==> src/rtl/op_timer_pkg.sv <==
// Shared types and helpers for the operation-latency timer.
package op_timer_pkg;

  typedef enum logic {
    IDLE  = 1'b0,
    COUNT = 1'b1
  } state_t;

  localparam int OP_TIMER_LAT_W       = 4;
  localparam int OP_TIMER_DEFAULT_LAT = 2;

  // A zero latency request selects the configured default.
  function automatic int unsigned clamp_lat(input int unsigned lat, input int unsigned dflt);
    return (lat == 0) ? dflt : lat;
  endfunction

endpackage

==> src/rtl/op_timer_if.sv <==
// Sequencer-to-timer bundle: request/control inputs and status outputs.
interface op_timer_if
  import op_timer_pkg::*;
#(
  parameter int LAT_W = OP_TIMER_LAT_W
);

  // Handshake: start is a request with no ready. It is taken on any edge where
  // the timer is idle and abort is low (busy is high the cycle after). A start
  // arriving while busy, and not alongside abort, is ignored and answered with
  // a one-cycle start_drop. lat_in and periodic are only meaningful with start.
  logic             count_en;
  logic             start;
  logic [LAT_W-1:0] lat_in;
  logic             periodic;
  logic             abort;
  logic             busy;
  logic             op_done;
  logic [LAT_W-1:0] remaining;
  logic             start_drop;
  state_t           fsm_state;

  modport master (
    output count_en, start, lat_in, periodic, abort,
    input  busy, op_done, remaining, start_drop, fsm_state
  );

  modport slave (
    input  count_en, start, lat_in, periodic, abort,
    output busy, op_done, remaining, start_drop, fsm_state
  );

endinterface

==> src/rtl/op_timer.sv <==
// Programmable-latency done generator with one-shot/periodic modes, stall,
// abort and dropped-start reporting.
module op_timer
  import op_timer_pkg::*;
#(
  parameter int LAT_W       = OP_TIMER_LAT_W,
  parameter int DEFAULT_LAT = OP_TIMER_DEFAULT_LAT
) (
  input  logic       clock,
  input  logic       reset,
  op_timer_if.slave  bus
);

  if (DEFAULT_LAT < 1 || DEFAULT_LAT > (2 ** LAT_W) - 1) begin : g_bad_default
    $error("op_timer: DEFAULT_LAT out of range 1..2^LAT_W-1");
  end

  state_t           state, state_n;
  logic [LAT_W-1:0] cnt, cnt_n;
  logic [LAT_W-1:0] lat_q, lat_n;
  logic             mode_q, mode_n;
  logic             done_q, done_n;
  logic             drop_q, drop_n;
  logic [LAT_W-1:0] lat_l;

  assign lat_l = LAT_W'(clamp_lat(32'(bus.lat_in), 32'(DEFAULT_LAT)));

  always_ff @(posedge clock or negedge reset) begin
    if (!reset) begin
      state  <= IDLE;
      cnt    <= '0;
      lat_q  <= '0;
      mode_q <= 1'b0;
      done_q <= 1'b0;
      drop_q <= 1'b0;
    end else begin
      state  <= state_n;
      cnt    <= cnt_n;
      lat_q  <= lat_n;
      mode_q <= mode_n;
      done_q <= done_n;
      drop_q <= drop_n;
    end
  end

  // Priority: abort, then terminal done/reload, then start, then counting.
  always_comb begin
    state_n = state;
    cnt_n   = cnt;
    lat_n   = lat_q;
    mode_n  = mode_q;
    done_n  = 1'b0;
    drop_n  = 1'b0;
    case (state)
      IDLE: begin
        if (bus.start && !bus.abort) begin
          lat_n   = lat_l;
          mode_n  = bus.periodic;
          cnt_n   = lat_l - LAT_W'(1);
          state_n = COUNT;
        end
      end
      COUNT: begin
        if (bus.abort) begin
          cnt_n   = '0;
          state_n = IDLE;
        end else begin
          drop_n = bus.start;
          if (bus.count_en) begin
            if (cnt == '0) begin
              done_n = 1'b1;
              if (mode_q) begin
                cnt_n = lat_q - LAT_W'(1);
              end else begin
                state_n = IDLE;
              end
            end else begin
              cnt_n = cnt - LAT_W'(1);
            end
          end
        end
      end
      default: begin
        state_n = IDLE;
        cnt_n   = '0;
      end
    endcase
  end

  assign bus.busy       = (state == COUNT);
  assign bus.op_done    = done_q;
  assign bus.remaining  = cnt;
  assign bus.start_drop = drop_q;
  assign bus.fsm_state  = state;

endmodule

==> src/flat_wrapper.sv <==
// flat-port wrapper written by rule: the top's interface ports become plain ports
module op_timer_flat import op_timer_pkg::*;
#(
  parameter int LAT_W       = OP_TIMER_LAT_W,
  parameter int DEFAULT_LAT = OP_TIMER_DEFAULT_LAT
)
  (clock, reset, bus_count_en, bus_start, bus_lat_in, bus_periodic, bus_abort, bus_busy, bus_op_done, bus_remaining, bus_start_drop, bus_fsm_state);
  op_timer_if #(.LAT_W(LAT_W)) bus_i ();
  input  logic clock;
  input  logic reset;
  input wire logic [$bits(bus_i.count_en)-1:0] bus_count_en;
  input wire logic [$bits(bus_i.start)-1:0] bus_start;
  input wire logic [$bits(bus_i.lat_in)-1:0] bus_lat_in;
  input wire logic [$bits(bus_i.periodic)-1:0] bus_periodic;
  input wire logic [$bits(bus_i.abort)-1:0] bus_abort;
  output wire logic [$bits(bus_i.busy)-1:0] bus_busy;
  output wire logic [$bits(bus_i.op_done)-1:0] bus_op_done;
  output wire logic [$bits(bus_i.remaining)-1:0] bus_remaining;
  output wire logic [$bits(bus_i.start_drop)-1:0] bus_start_drop;
  output wire logic [$bits(bus_i.fsm_state)-1:0] bus_fsm_state;
  assign bus_i.count_en = bus_count_en;
  assign bus_i.start = bus_start;
  assign bus_i.lat_in = bus_lat_in;
  assign bus_i.periodic = bus_periodic;
  assign bus_i.abort = bus_abort;
  assign bus_busy = bus_i.busy;
  assign bus_op_done = bus_i.op_done;
  assign bus_remaining = bus_i.remaining;
  assign bus_start_drop = bus_i.start_drop;
  assign bus_fsm_state = bus_i.fsm_state;
  op_timer #(.LAT_W(LAT_W), .DEFAULT_LAT(DEFAULT_LAT)) u_core (.clock(clock), .reset(reset), .bus(bus_i));
endmodule
==> config.mk <==
export PLATFORM = sky130hd
export DESIGN_NAME = op_timer_flat
export DESIGN_NICKNAME = d
export VERILOG_FILES = /design/src/rtl/op_timer_pkg.sv /design/src/rtl/op_timer_if.sv /design/src/rtl/op_timer.sv /design/src/flat_wrapper.sv
export SDC_FILE = /design/constraint.sdc
export NUM_CORES = 1
export LEC_CHECK = 0
export ABC_CLOCK_PERIOD_IN_PS = 1900
export CAP_MARGIN = 20
export CORE_UTILIZATION = 41
export DETAILED_ROUTE_END_ITERATION = 7
export PLACE_DENSITY = 0.77
export SYNTH_ARGS = -nofsm -noshare
export SYNTH_HDL_FRONTEND = slang
export SYNTH_SLANG_ARGS = --single-unit
==> constraint.sdc <==
create_clock -name clock -period 1.9 [get_ports clock]
set_clock_uncertainty 0.2 [all_clocks]
set_input_delay 0.285 -clock clock [delete_from_list [all_inputs] [get_ports clock]]
set_output_delay 0.285 -clock clock [all_outputs]
set_load 0.01 [all_outputs]
# After elaboration in Yosys (flattened, before gate mapping)
# Index checks and enable logic that the tools add are counted.
[op_classes]
n_addsub = 3
eq_ne = 3
muxes = 19
bitwise_logic = 1
n_reduce_logical = 6
[op_table]
columns = ["op", "n"]
rows = [
  ["4-bit two-way mux", 6],
  ["4-bit by 1-bit subtractor with 4-bit output, second input constant", 3],
  ["1-bit two-way mux", 11],
  ["4-bit zero test", 2],
  ["4-bit one-hot mux with 2 select lines", 1],
  ["4-bit != test, second input constant", 1],
  ["3-bit != test, second input constant", 1],
  ["3-bit AND reduction", 1],
  ["2-bit by 1-bit != test with 1-bit output, second input constant", 1],
  ["1-bit one-hot mux with 2 select lines", 1],
  ["2-bit AND reduction", 1],
  ["1-bit logical AND", 1],
  ["1-bit zero test", 1],
  ["1-bit NOT", 1],
]
[word_totals]
ff_bits = 12
input_bits = 10
output_inout_bits = 8
wordCells = 38

# Logic depth before layout (Yosys ltp)
# Gate-level depths: netlist (run 1).
[depth]
word_depth = 6
mapped_depth = 7
ltp_nobuf = 7

# Least setup slack after synthesis (run 1)
# Ideal clock, no wire load.
[synth_path]
path_kind = "reg2reg"
from = "reg u_core.cnt[1], in the netlist u_core.bus.remaining[1]"
to = "reg u_core.cnt[0], in the netlist u_core.bus.remaining[0]"
setup_time_ns = 0.128
t_arrival_ns = 1.661
required_time_ns = 1.572
path_slack_ns = -0.089
path_stages_with_launch = 5
n_path_buf = 0
synth_period_minus_slack_ns = 1.989
path_cell_list = "dfrtp_1 or4_4 nor3_4 or2_4 mux2_1"
[synth_via]
elab_chain_len = 5
elab_cells_between_ends = 7
classes_between = "eq/ne (1); mux (4); reduce/logical (2)"
[synth_rtl]
columns = ["item", "line_no", "rtl"]
rows = [
  ["start: declaration", "op_timer.sv:19", "logic [LAT_W-1:0] cnt, cnt_n;"],
  ["start signal: assignment", "op_timer.sv:38", "cnt <= cnt_n;"],
  ["4-bit zero test *", "op_timer.sv:70", "if (cnt == '0) begin"],
  ["4-bit two-way mux", "op_timer.sv:70", ""],
  ["4-bit two-way mux", "op_timer.sv:69", "if (bus.count_en) begin"],
  ["4-bit two-way mux", "op_timer.sv:64", "if (bus.abort) begin"],
  ["4-bit one-hot mux with 2 select lines", "op_timer.sv:54", "case (state)"],
]
# Mark *: on every way between the ends. The rest lies on a longest branch, timed or not. The select of a mux whose other input is x is not followed.
# A chain may end at the register's enable or synchronous reset.

# Worst setup path in the final report (run 1)
# Ends and elaborated chain as after synthesis.

==> results of run 1 <==
-- state kept, by name (all words and copies together), names as in the netlist --
name and count:
u_core.lat_q 4, u_core.bus.busy 1, u_core.bus.remaining 4, u_core.bus.op_done 1
u_core.bus.start_drop 1, u_core.mode_q 1
-- worst max path at each step --
stage | startpoint | endpoint
after floorplan | u_core.bus.remaining[1] | u_core.bus.remaining[0]
after global placement | bus_abort | u_core.bus.remaining[1]
after detailed placement | bus_abort | u_core.bus.remaining[1]
after CTS | u_core.bus.remaining[1] | u_core.bus.remaining[0]
after global routing | u_core.bus.remaining[1] | u_core.bus.remaining[0]
final | u_core.bus.remaining[1] | u_core.bus.remaining[0]
-- logic make-up after synthesis --
group                    Yosys count  synth area share
flip-flops                        12            0.4412
adder cells (fa/ha/maj)            1           0.01838
AO/OA/AOI/OAI                     16            0.1415
buffers and inverters              5           0.03310
AND/OR/NAND/NOR                   29            0.2610
XOR/XNOR                           3           0.03861
multiplexers                       4           0.06617
-- cell usage in the layout (no fill, tap or decap), types with 2 or more instances in the layout --
cell / synthesis / routed
clkbuf_4: 0 / 3
inv_1: 2 / 2
dfrtp_1: 12 / 10
nor2_1: 8 / 8
nor3b_1: 2 / 2
xnor2_1: 2 / 2
dfrtp_2: 0 / 2
clkdlybuf4s50_1: 0 / 17
nor2b_1: 2 / 2
a21oi_1: 4 / 4
buf_4: 1 / 18
nor4_1: 2 / 2
o21ai_0: 5 / 5
o22ai_1: 2 / 2
nor3_1: 4 / 4
and2_1: 2 / 2
mux2_2: 3 / 3
nand2_1: 2 / 2
nand3b_1: 2 / 2
-- critical path: cells and delay by family (launching register included) --
kind	cells	cell delay, ns
and+or+nand+nor	3	0.90
DFF	1	0.41
muxes	1	0.29
-- metal layers --
metal,wire length (um),track usage
met1,714,0.2507
met2,847,0.3606
met3,79,0.04681
met4,22,0.09375
met5,0,0
-- final cells by class --
cell class / instances / share of cell area
multi-input combinational: 53 / 0.3533
timing repair buffer: 35 / 0.2983
sequential: 12 / 0.2958
clock buffer: 4 / 0.02567
tap: 16 / 0.01956
inverter: 2 / 0.007335
-- through the flow --
stage	hold slack [ns]	power (mW)	instances	util	setup WS [ns]
floorplan	-0.2106	0.5064	70	-	-0.02581
global placement	0.3151	0.6698	118	0.6544	-0.1491
detailed placement	0.3260	0.6814	118	0.6544	-0.2142
CTS	0.1743	0.8486	122	0.6716	-0.01774
global route	0.1989	0.8931	122	0.6716	-0.06053
finish	0.1641	0.8409	122	0.6716	-0.003071
-- what timing repair did --
item | CTS | global route
hold buffers | 0 | 0
setup buffers | 0 | 0
endpoints found under the setup margin | 1 | 2
-- where the power goes --
part	internal [mW]	total (mW)	switching [mW]	leakage (nW)
Sequential	0.302	0.338	0.0367	0.146
Clock	0.0813	0.165	0.0839	0.0150
Combinational	0.191	0.338	0.146	0.285
==> impl_metrics.env, run 1 <==
export IMPL_status="complete, but fails checks"
export IMPL_violations="setup timing"
export IMPL_ys_ff_latch=12
export IMPL_period_minus_slack_ns=1.903
export IMPL_pwr_density_cell_nw_per_um2=821.6
export IMPL_worst_ep_arrival_time_ns=1.87
export IMPL_h_tree_depth=1
export IMPL_dieHeight_um=42.75
export IMPL_synth_area_um2=680.7
export IMPL_slowest_stage="or4_4"
export IMPL_clock_sinks=12
export IMPL_synth_avg_cell_area_um2=9.724
export IMPL_end_kind="flop"
export IMPL_nFillCells=141
export IMPL_wl_um=1663
export IMPL_io_pins=18
export IMPL_grt_usage=0.2114
export IMPL_vias=668
export IMPL_ir_drop_mv=0.4134
export IMPL_placed_area_um2=997.2
export IMPL_reg2reg_depth=4
export IMPL_clock_latency_ns=0.27
export IMPL_drtIter0Drc=14
export IMPL_ys_seq_area_frac=0.4412
export IMPL_fin_ws_ns=-0.003071
export IMPL_syn_nets=81
export IMPL_synth_commonest_cells="dfrtp_1 (12), nor2_1 (8), o21ai_0 (5), a21oi_1 (4), nor3_1 (4)"
export IMPL_async_flop_share=1.000
export IMPL_hold_viol=0
export IMPL_worstPathCellList="or4_4 -> nor3_4 -> or2_4 -> mux2_4"
export IMPL_synth_top_area_cell="dfrtp_1"
export IMPL_fmax_mhz=525.5
export IMPL_num_antenna_cells=0
export IMPL_drtPass1Iterations=4
export IMPL_grt_ovfl_total=0
export IMPL_setup_tns_ns=-0.003071
export IMPL_grt_start_max_net_pins=14
export IMPL_io_buffers=17
export IMPL_slew_headroom=0.6366
export IMPL_hpwl_um=1323
export IMPL_setup_viol=1
export IMPL_timing_final_crit_share=1.002
export IMPL_start_util=0.4466
export IMPL_area_growth_pct=50.37
export IMPL_multiInputGateArea_um2=361.6
export IMPL_yosysMostFrequentCell="dfrtp_1"
export IMPL_synth_edf_count=0
export IMPL_die_width_um=42.75
export IMPL_wl_per_cell_um=13.63
export IMPL_cts_resized_gates=0
export IMPL_maxCapViolations=0
export IMPL_seq_area_um2=302.8
export IMPL_viasPerCell=5.475
export IMPL_grt_pass1_vias=653
export IMPL_hp_class="in2async"
export IMPL_syn_inst=70
export IMPL_grt_setup_unrepaired="true"
export IMPL_path_class="reg2reg"
export IMPL_gp_congestion=0.8171
export IMPL_core_region_area_um2=1524
export IMPL_synthFlopType="dfrtp_1"
export IMPL_synth_warnings=0
export IMPL_required_ns=1.86
export IMPL_final_area_um2=1023
export IMPL_ys_types=30
export IMPL_numCtsBuffers=3
export IMPL_rows=14
export IMPL_grt_pass1_wl_um=2822
export IMPL_cts_tree="built"
export IMPL_clockBufferDepth=2
export IMPL_drc_errors=0
export IMPL_tightest_slew_ns=0.5434
export IMPL_antenna_found_initial=0
export IMPL_layout_drive_gt1_share=0.2925
export IMPL_ant_nets=0
export IMPL_r2r_end="u_core.bus.remaining[0]"
export IMPL_drv_slew=0
export IMPL_cpPeakStageDelay_ns=0.57
export IMPL_die_area_um2=1827
export IMPL_critPathMaxFanout=4
export IMPL_r2r_slack_ns=-0.003
export IMPL_synthTopCellsByArea="dfrtp_1 (44%), mux2_2 (5.0%), nor2_1 (4.4%), o21ai_0 (3.7%), a21oi_1 (2.9%)"
export IMPL_reg2reg_from="u_core.bus.remaining[1]"
export IMPL_finalNetCount=118
export IMPL_netlist_area_leader_share=0.4412
export IMPL_p_leak_nw=0.4456
export IMPL_cts_clk_slew_worst_paths_ns=0.08
export IMPL_cts_root_buf="clkbuf_4"
export IMPL_cp_start_kind="flop"
(Power assumes the default switching activity.)
==> inputs of run 2 (changes only) <==
--- a/config.mk
+++ b/config.mk
@@ -9,7 +9,8 @@
 export CAP_MARGIN = 20
 export CORE_UTILIZATION = 41
 export DETAILED_ROUTE_END_ITERATION = 7
-export PLACE_DENSITY = 0.77
+export GPL_TIMING_DRIVEN = 0
+export PLACE_DENSITY = 0.81
 export SYNTH_ARGS = -nofsm -noshare
 export SYNTH_HDL_FRONTEND = slang
 export SYNTH_SLANG_ARGS = --single-unit
==> impl_metrics.env, run 2 (synthesized netlist as in run 1, its figures left out) <==
export IMPL_p_total_mw=0.8286
export IMPL_worst_ep_arrival_time_ns=1.91
export IMPL_critPathMaxFanout=4
export IMPL_start_util=0.4466
export IMPL_io_buffers=17
export IMPL_num_antenna_cells=0
export IMPL_drtIter0Drc=37
export IMPL_numCtsBuffers=3
export IMPL_antenna_found_initial=0
export IMPL_end_kind="flop"
export IMPL_grt_usage=0.1989
export IMPL_wl_um=1632
export IMPL_cp_start_kind="flop"
export IMPL_status="complete, but fails checks"
export IMPL_finalNetCount=109
export IMPL_wl_per_cell_um=14.57
export IMPL_slew_headroom=0.6444
export IMPL_mostFrequentLayoutCells="clkdlybuf4s50_1 (17), dfrtp_1 (9), nor2_1 (8)"
export IMPL_vias=631
export IMPL_grt_start_max_net_pins=13
export IMPL_area_growth_pct=39.89
export IMPL_r2r_slack_ns=-0.05
export IMPL_fmax_mhz=512.9
export IMPL_path_class="reg2reg"
export IMPL_die_width_um=42.75
export IMPL_ir_drop_mv=0.4555
export IMPL_pre_cts_slack_ns=-0.2686
export IMPL_period_minus_slack_ns=1.950
export IMPL_cts_tree="built"
export IMPL_clock_latency_ns=0.27
export IMPL_nFillCells=127
export IMPL_cts_root_buf="clkbuf_4"
export IMPL_grt_pass1_vias=563
export IMPL_reg2reg_depth=4
export IMPL_clock_sinks=12
export IMPL_p_leak_nw=0.3968
export IMPL_clockBufferDepth=2
export IMPL_gp_congestion=0.8024
export IMPL_grt_setup_unrepaired="true"
export IMPL_setup_viol=2
export IMPL_fin_ws_ns=-0.04967
export IMPL_layout_drive_gt1_share=0.2396
export IMPL_hpwl_um=1093
export IMPL_reg2reg_from="u_core.bus.remaining[1]"
export IMPL_viasPerCell=5.634
export IMPL_core_region_area_um2=1524
export IMPL_pwr_density_cell_nw_per_um2=870.2
export IMPL_grt_ovfl_total=0
export IMPL_h_tree_depth=1
export IMPL_io_pins=18
export IMPL_timing_final_crit_share=1.026
export IMPL_drc_errors=0
export IMPL_cts_clk_slew_worst_paths_ns=0.07
export IMPL_die_area_um2=1827
export IMPL_multiInputGateArea_um2=366.6
export IMPL_violations="setup timing"
export IMPL_tightest_slew_ns=0.5318
export IMPL_ant_nets=0
export IMPL_maxCapViolations=0
export IMPL_r2r_end="u_core.bus.remaining[0]"
export IMPL_required_ns=1.86
export IMPL_hp_class="in2async"
export IMPL_startpoint="u_core.bus.remaining[1]"
export IMPL_final_common_cell="clkdlybuf4s50_1"
export IMPL_hold_slack_ns=0.1580
export IMPL_seq_area_um2=304.0
export IMPL_grt_pass1_wl_um=2615
export IMPL_hold_viol=0
export IMPL_dieHeight_um=42.75
export IMPL_rows=14
export IMPL_drv_slew=0
export IMPL_drtPass1Iterations=4
## run 2: final cells by class
type	count	area share
plain buffers	3	0.01708
clock buffers	3	0.02365
inverters	2	0.007884
multi-input cells	53	0.3850
flip-flops and latches	12	0.3193
well taps	16	0.02102
repair buffers	23	0.2260
## run 2: how the worst max path moves through the flow
stage	endpoint	slack, ns	cells after the start
after floorplan	u_core.bus.remaining[0]	-0.03	4
after global placement	u_core.lat_q[2]	-0.26	5
after detailed placement	u_core.lat_q[2]	-0.27	5
after CTS	u_core.bus.remaining[0]	-0.07	4
after global routing	u_core.bus.remaining[0]	-0.08	4
final	u_core.bus.remaining[0]	-0.05	4
## run 2: through the flow
step / cells / util / instance area, um^2 / setup TNS [ns]
after floorplan: 70 / - / 686.9 / -0.02581
after global placement: 103 / 0.5755 / 877.1 / -1.415
after CTS: 107 / 0.5961 / 908.4 / -0.06590
final: 112 / 0.6248 / 952.2 / -0.06211
after global routing: 112 / 0.6248 / 952.2 / -0.1179
after detailed placement: 103 / 0.5755 / 877.1 / -1.555
## run 2: metal layers
metal,track usage,routed length (um)
met3,0.03830,97
met1,0.2453,700
met5,0,0
met4,0.1438,85
met2,0.3061,750
## run 2: where the power goes
part	switching [mW]	internal [mW]
Combinational	0.140	0.184
Sequential	0.0448	0.303
Clock	0.0833	0.0734
Total	0.268	0.560
## run 2: worst max-delay path, cell delays in order (launching register included)
cell and delay, ns:
dfrtp_2 0.41, or4_4 0.58, nor3_4 0.17, or2_4 0.18, mux2_4 0.29
## run 2: timing repair
item                       CTS  global route
gates resized for setup      1             4
hold buffers                 0             0
buffers inserted             1             5
pin swaps                    0             1
setup endpoints to repair    2             5
==> inputs of run 3 (changes only) <==
==> constraint.sdc (replaced) <==
create_clock -name clock -period 1.9 [get_ports clock]
set_clock_uncertainty 0.2 [all_clocks]
set_input_delay 0.285 -clock clock [delete_from_list [all_inputs] [get_ports clock]]
set_output_delay 0.285 -clock clock [all_outputs]
set_load 0.1 [all_outputs]
==> impl_metrics.env, run 3 (synthesized netlist as in run 1, its figures left out) <==
export IMPL_cpPeakStageDelay_ns=0.57
export IMPL_crit_cells=4
export IMPL_crit_end="u_core.bus.remaining[0]"
export IMPL_hpwl_um=1163
export IMPL_drc_errors=0
export IMPL_wl_met2_um=841
export IMPL_num_antenna_cells=0
export IMPL_timing_final_crit_share=1.054
export IMPL_route_met3_wl_um=66
export IMPL_clock_sinks=12
export IMPL_die_width_um=42.75
export IMPL_hold_viol=0
export IMPL_maxCapViolations=0
export IMPL_start_util=0.4466
export IMPL_placedCellCount=103
export IMPL_grt_usage=0.2043
export IMPL_cts_root_buf="clkbuf_4"
export IMPL_violations="setup timing"
export IMPL_reg2reg_from="u_core.bus.remaining[2]"
export IMPL_crit_buf_inv=0
export IMPL_p_total_mw=1.041
export IMPL_cts_hold_buffers=0
export IMPL_grt_pass1_vias=600
export IMPL_die_area_um2=1827
export IMPL_r2r_slack_ns=-0.10
export IMPL_viasPerCell=5.736
export IMPL_gp_congestion=0.8432
export IMPL_worst_ep_arrival_time_ns=1.97
export IMPL_startpoint="u_core.bus.remaining[2]"
export IMPL_path_class="reg2reg"
export IMPL_clockBufferDepth=2
export IMPL_wl_per_cell_um=15.41
export IMPL_finalNetCount=106
export IMPL_area_growth_pct=41.73
export IMPL_final_area_um2=964.7
export IMPL_grt_start_max_net_pins=13
export IMPL_drtPass1Iterations=4
export IMPL_critPathTopFamily="simple AND/OR/NAND/NOR gates"
export IMPL_p_leak_nw=0.3999
export IMPL_final_util=0.6330
export IMPL_rows=14
export IMPL_hold_slack_ns=0.1598
export IMPL_antenna_found_initial=0
export IMPL_cp_start_kind="flop"
export IMPL_dieHeight_um=42.75
export IMPL_fin_cells=110
export IMPL_numCtsBuffers=3
export IMPL_mostFrequentLayoutCells="nor2_1 (8), clkdlybuf4s50_1 (8), clkdlybuf4s15_2 (8)"
export IMPL_met1_length_um=764
export IMPL_required_ns=1.87
export IMPL_nFillCells=135
export IMPL_fin_ws_ns=-0.1030
export IMPL_io_pins=18
export IMPL_period_minus_slack_ns=2.003
export IMPL_drtIter0Drc=42
export IMPL_cts_clk_slew_worst_paths_ns=0.08
export IMPL_worstPathCellList="or4_4 -> nor3_4 -> or2_4 -> mux2_4"
export IMPL_pre_cts_slack_ns=-0.2869
export IMPL_vias=631
export IMPL_grt_setup_unrepaired="true"
export IMPL_top_layer_used="met4"
export IMPL_placed_area_um2=885.9
export IMPL_fmax_mhz=499.3
export IMPL_grt_pass1_wl_um=2773
export IMPL_r2r_end="u_core.bus.remaining[0]"
export IMPL_status="complete, but fails checks"
export IMPL_grt_ovfl_total=0
export IMPL_drv_slew=0
export IMPL_setup_viol=2
export IMPL_clock_latency_ns=0.28
export IMPL_slowest_stage="or4_4"
export IMPL_h_tree_depth=1
export IMPL_wl_um=1695
export IMPL_end_kind="flop"
export IMPL_ant_nets=0
export IMPL_slew_headroom=0.6258
export IMPL_core_region_area_um2=1524
export IMPL_layout_drive_gt1_share=0.3298
export IMPL_io_buffers=17
export IMPL_pwr_density_cell_nw_per_um2=1079
export IMPL_ir_drop_mv=0.4913
export IMPL_critPathMaxFanout=4
export IMPL_tightest_slew_ns=0.5640
export IMPL_reg2reg_depth=4
export IMPL_cts_tree="built"
export IMPL_hp_class="in2async"
export IMPL_setup_tns_ns=-0.1800
[run 3: layout make-up]
| class | count | area, um^2 | area share |
|---|---|---|---|
| inverters | 2 | 7.507 | 0.007782 |
| flip-flops and latches | 12 | 311.5 | 0.3230 |
| plain buffers | 3 | 16.27 | 0.01686 |
| repair buffers | 20 | 205.2 | 0.2127 |
| multi-input cells | 53 | 367.9 | 0.3813 |
| well taps | 16 | 20.02 | 0.02075 |
| clock buffers | 4 | 36.28 | 0.03761 |
[run 3: worst min-delay path by stage]
stage                                  to  depth (start not counted)
finish                    u_core.lat_q[1]                          1
global route              u_core.lat_q[0]                          3
CTS                 u_core.bus.start_drop                          1
detailed placement        u_core.lat_q[2]                          1
global placement          u_core.lat_q[2]                          1
floorplan                 u_core.bus.busy                          0
[run 3: report_power, final]
group	internal [mW]	leakage, nW	total (mW)	switching [mW]
clock network	0.117	0.0210	0.209	0.0927
logic	0.155	0.237	0.461	0.306
registers	0.309	0.142	0.370	0.0607
[run 3: metal layers]
layer	global-route usage	vias to the layer above
met5	0	-
met4	0.09375	0
met3	0.02553	6
met2	0.3364	22
met1	0.2642	301
li1	-	302
[run 3: repair_timing]
action                     CTS  global route
pin swaps                    1             0
resized for setup           25             3
cloned                       0             0
buffers inserted             3             0
setup endpoints to repair   10             7
